$ cat config.mk
export PLATFORM = sky130hd
export DESIGN_NAME = clk_div_prog
export DESIGN_NICKNAME = d
export VERILOG_FILES = /design/src/rtl/clk_div_prog.sv
export SDC_FILE = /design/constraint.sdc
export NUM_CORES = 1
export LEC_CHECK = 0
export CORE_ASPECT_RATIO = 1.4
export CORE_MARGIN = 1
export CORE_UTILIZATION = 60
export DETAILED_ROUTE_END_ITERATION = 12
export PLACE_DENSITY = 0.94
export SYNTH_ARGS = -nofsm -noshare
export SYNTH_HDL_FRONTEND = slang
export SYNTH_SLANG_ARGS = --single-unit
$ cat constraint.sdc
create_clock -name clk -period 8.7 [get_ports clk]
set_input_delay 1.74 -clock clk [delete_from_list [all_inputs] [get_ports clk]]
set_output_delay 1.74 -clock clk [all_outputs]
set_load 0.02 [all_outputs]
$ cat src/rtl/clk_div_prog.sv
// ---------------------------------------------------------------------------
// clk_div_prog
//
// Programmable, glitch-free clock divider. Produces a divided clock level
// (sclk) from clk together with single-cycle rise/fall strobes that logic
// staying on clk can use as clock enables. The divisor can be changed at run
// time; a new divisor is held pending and only takes over at a period
// boundary (wrap) or on a restart, so sclk never shows a runt phase.
//
// Phase shape for active divisor D: low phase L = D - floor(D/2) cycles,
// then high phase H = floor(D/2) cycles (odd D spends the extra cycle low).
//
// Parameters
//   CNT_W      width of divisor and counter (2..16)
//   RESET_DIV  divisor active after reset (0 and 1 are stored as 2)
//
// Ports
//   clk         in   source clock, rising edge
//   rst         in   asynchronous active-high reset
//   en          in   count enable; low freezes counter and sclk
//   clr         in   synchronous restart of the current period
//   div_in      in   requested divisor
//   div_load    in   strobe: capture div_in into the pending register
//   div_busy    out  a pending divisor is waiting for hand-over
//   div_active  out  divisor currently in use (after clamping)
//   sclk        out  divided clock level
//   tick_rise   out  pulse in the first cycle sclk is high
//   tick_fall   out  pulse in the first cycle sclk is low after a wrap
// ---------------------------------------------------------------------------
module clk_div_prog #(
  parameter int CNT_W     = 8,
  parameter int RESET_DIV = 2
) (
  input  logic             clk,
  input  logic             rst,
  input  logic             en,
  input  logic             clr,
  input  logic [CNT_W-1:0] div_in,
  input  logic             div_load,
  output logic             div_busy,
  output logic [CNT_W-1:0] div_active,
  output logic             sclk,
  output logic             tick_rise,
  output logic             tick_fall
);

  // Divisors below 2 cannot form both a high and a low phase.
  function automatic logic [CNT_W-1:0] clamp_div(input logic [CNT_W-1:0] d);
    return (d < CNT_W'(2)) ? CNT_W'(2) : d;
  endfunction

  localparam logic [CNT_W-1:0] RESET_D =
    (RESET_DIV < 2) ? CNT_W'(2) : CNT_W'(RESET_DIV);

  logic [CNT_W-1:0] cnt;
  logic [CNT_W-1:0] pend;

  logic [CNT_W-1:0] last_cnt;
  logic [CNT_W-1:0] low_len;
  logic [CNT_W-1:0] cnt_n;
  logic             wrap;
  logic             handover;

  // Period boundaries always come from the active divisor. Because the
  // active divisor only changes when the counter restarts at 0, cnt can
  // never sit beyond the new last_cnt.
  always_comb begin
    last_cnt = div_active - CNT_W'(1);
    low_len  = div_active - (div_active >> 1);
    wrap     = (cnt == last_cnt);
    cnt_n    = wrap ? '0 : cnt + CNT_W'(1);
    // A pending divisor takes over on a counted wrap or on a restart; both
    // leave sclk low at cnt 0, which is what keeps the hand-over glitch-free.
    handover = clr | (en & wrap);
  end

  // Counter, divided clock level and tick strobes.
  always_ff @(posedge clk or posedge rst) begin
    if (rst) begin
      cnt       <= '0;
      sclk      <= 1'b0;
      tick_rise <= 1'b0;
      tick_fall <= 1'b0;
    end else begin
      tick_rise <= 1'b0;
      tick_fall <= 1'b0;
      if (clr) begin
        cnt  <= '0;
        sclk <= 1'b0;
      end else if (en) begin
        cnt       <= cnt_n;
        sclk      <= (cnt_n >= low_len);
        tick_rise <= (cnt_n == low_len);
        tick_fall <= wrap;
      end
    end
  end

  // Divisor hand-over. When nothing is pending, pend already equals
  // div_active, so copying it across on every hand-over edge is harmless and
  // gives "the value pending before this cycle wins" for free when a load
  // lands on the same edge.
  always_ff @(posedge clk or posedge rst) begin
    if (rst) begin
      div_active <= RESET_D;
      pend       <= RESET_D;
      div_busy   <= 1'b0;
    end else begin
      if (handover) begin
        div_active <= pend;
      end
      if (div_load) begin
        pend     <= clamp_div(div_in);
        div_busy <= 1'b1;
      end else if (handover) begin
        div_busy <= 1'b0;
      end
    end
  end

endmodule
==> results.tsv <==
metric	value	unit
drtPass1Iterations	4	
final.setup_skew	6.79	ps
synthSimpleGateAreaFrac	15.9	%
clock_latency	270	ps
totalWireLength	3.97	mm
critPathArrivalTime	3890	ps
endpoint_kind	flop	
crit_fanout	13	
netlist_instances	204	
cts.sink_count	28	
final_cell_mix	26 x dfrtp_1, 24 x ha_1, 24 x clkdlybuf4s50_1	
min_period	3740	ps
rsz0062_at_grt	no	
power_switching	141	µW
relSlewSlack	32.8	%
hold_buffers	0	
grt_overflow_total	0	
drt_iter0_markers	36	
ctsResizeCount	0	
synth_top_cell_by_area	dfrtp_1	
portBuffers	24	
die_x	51.3	µm
root_buffer	clkbuf_8	
hold_path_class	flop to flop	
synth_top_family_by_area	simple AND/OR/NAND/NOR gates	
status	completed	
syn_area	2040	µm²
dieArea	3640	µm²
leakagePower	1.10	nW
grt_pass1_vias	1588	
peakVddDrop	0.000183	V
setup_viol	0	
drcViolationCount	0	
synth_compound_area_share	10.6	%
critical_path_class	flop to flop	
yosysSeqAreaShare	34.5	%
vias_per_cell	5.72	
ys_ff_latch	28	
tightest_slew	1010	ps
core-area	3180	µm²
synthAdderAreaFrac	15.7	%
io_pins	25	
cts_inserted_buffers	3	
synth_nets	242	
nFillCells	240	
post-route-period-util	42.9	%
final_common_cell	dfrtp_1	
htreeDepth	1	
syn_avg_cell_area	10.0	µm²
path_clk_slew	100	ps
crit_required	8860	ps
synth_cell_types	44	
fin_util	73.4	%
power_density	170	nW/µm²
seqPwrFrac	39.0	%
cp-start-kind	flop	
synth_xor_area_share	10.3	%
grt_usage	25.0	%
layout-drive-gt1-share	9.87	%
grt_max_degree	29	
muxShareOfSynthArea	8.15	%
wl_per_cell	15.2	µm
dieHeight	71.0	µm
areaGrowthSynthToFinish	14.5	%
num_rows	24	
power.internal	255	µW
slew_violations	0	
cts_max_path_buffers	2	
diodes	0	
fmax	268	MHz
sw_frac_of_total	35.7	%
maxCapViolCount	0	
hold_viol_final	0	
pwr-share-clk	18.4	%
gp_congestion	0.944	
netlist_top_cells_area	dfrtp_1 32%, ha_1 15%, xnor2_1 7.3%, mux2_2 6.1%, xor2_1 3.0%	
postCtsSetupBuffers	0	
tritoncts	built	
place_hpwl	3.20	mm
yosys_warnings	0	
final_net_count	262	
initial_utilization	64.1	%
via_count	1498	
antenna_found_initial	0	
synth_top_area_share	31.9	%
setup_tns	0	ps
p_comb_share	42.6	%
ant_nets	0	
grt_first_pass_wirelength	6.82	mm
## kinds of logic after synthesis
group           count (synthesis)
compound gates                 32
xor+xnor                       24
fa+ha+maj                      25
buf+inv                        25
flops                          28
mux                            15
simple gates                   55
## final timing paths
check / end / cells after the start / slack [ps] / start
max: sclk / 14 / 4960 / div_active[2]
min: div_busy / 1 / 490 / div_busy
max reg2reg: sclk / 14 / 4960 / div_active[2]
min reg2reg: div_busy / 1 / 490 / div_busy
max in group asynchronous: tick_rise / 2 / 6090 / rst
min in group asynchronous: div_busy / 2 / 2000 / rst
## registers in the layout, summed over array words and instances, names as in the netlist
name / flops
cnt: 8
div_active: 8
div_busy: 1
pend: 8
sclk: 1
tick_fall: 1
tick_rise: 1
## cells in the mapped netlist
| library cell | instances |
|---|---|
| dfstp_2 | 2 |
| o21ai_0 | 8 |
| fa_1 | 1 |
| and3b_1 | 1 |
| clkbuf_1 | 5 |
| a311oi_1 | 1 |
| mux2_1 | 2 |
| o22ai_1 | 2 |
| a21oi_1 | 6 |
| o41ai_1 | 1 |
| dfrtp_1 | 26 |
| nand2_1 | 3 |
| a21o_1 | 3 |
| nand3b_1 | 1 |
| nor4_1 | 6 |
| and2_0 | 1 |
| or2_2 | 2 |
| o22a_1 | 1 |
| nor2_1 | 16 |
| nand4b_1 | 1 |
| nand2b_1 | 4 |
| nor2b_1 | 3 |
| nor3_1 | 1 |
| ha_1 | 24 |
| inv_1 | 16 |
| a221oi_1 | 1 |
| o21a_1 | 2 |
| o21ba_2 | 1 |
| xor2_1 | 7 |
| nand3b_4 | 1 |
| and3_1 | 6 |
| mux2_2 | 11 |
| nor4_4 | 1 |
| a21oi_4 | 1 |
| buf_2 | 3 |
| xnor2_1 | 17 |
| o21ai_1 | 1 |
| nand4_1 | 2 |
| nand3_1 | 5 |
| a21boi_0 | 2 |
| or4_1 | 1 |
| clkbuf_2 | 1 |
| mux2i_1 | 2 |
| o21bai_1 | 2 |
## worst max-delay path: stages, from the launching register on
cell      delay (ps)
dfrtp_1          440
inv_1            170
ha_1             250
nand3b_4         100
a21boi_0         370
xnor2_1          160
nor4_4           650
nor2b_1          140
ha_1             330
nor2b_1          130
o21a_1           160
o21a_1           160
o21bai_1         120
a311oi_1         100
or2_2            330
## through the flow
step | instances | worst slack [ps] | hold WS (ps) | power [mW] | cell area, µm²
detailed placement | 258 | 5110 | 470 | 0.325 | 2290
global route | 262 | 4750 | 518 | 0.422 | 2340
CTS | 262 | 4990 | 493 | 0.399 | 2340
floorplan | 204 | 5370 | 454 | 0.277 | 2040
global placement | 258 | 5180 | 466 | 0.317 | 2290
finish | 262 | 4960 | 487 | 0.397 | 2340
## metal layers
metal | track usage [%] | wire length, µm | vias up
met4 | 8.41 | 97 | 0
met5 | 0 | 0 | -
met1 | 26.5 | 1550 | 708
met2 | 48.5 | 2220 | 38
li1 | - | - | 741
met3 | 3.66 | 111 | 11
## power by group through the flow
stage          logic [mW]  registers [mW]  clock network [mW]
2_1_floorplan       0.115           0.162                   0
3_3_place_gp        0.161           0.156                   0
3_5_place_dp        0.168           0.158                   0
4_1_cts             0.169           0.155              0.0742
5_1_grt             0.187           0.157              0.0784
6_report            0.169           0.155              0.0728
## layout make-up
type	count	area, µm²	area share [%]
repair buffers	24	240	10.3
clock buffers	4	45.0	1.93
inverters	16	60.1	2.57
multi-input cells	151	1240	53.0
flip-flops and latches	28	703	30.1
well taps	39	48.8	2.09
(Power assumes the default switching activity.)
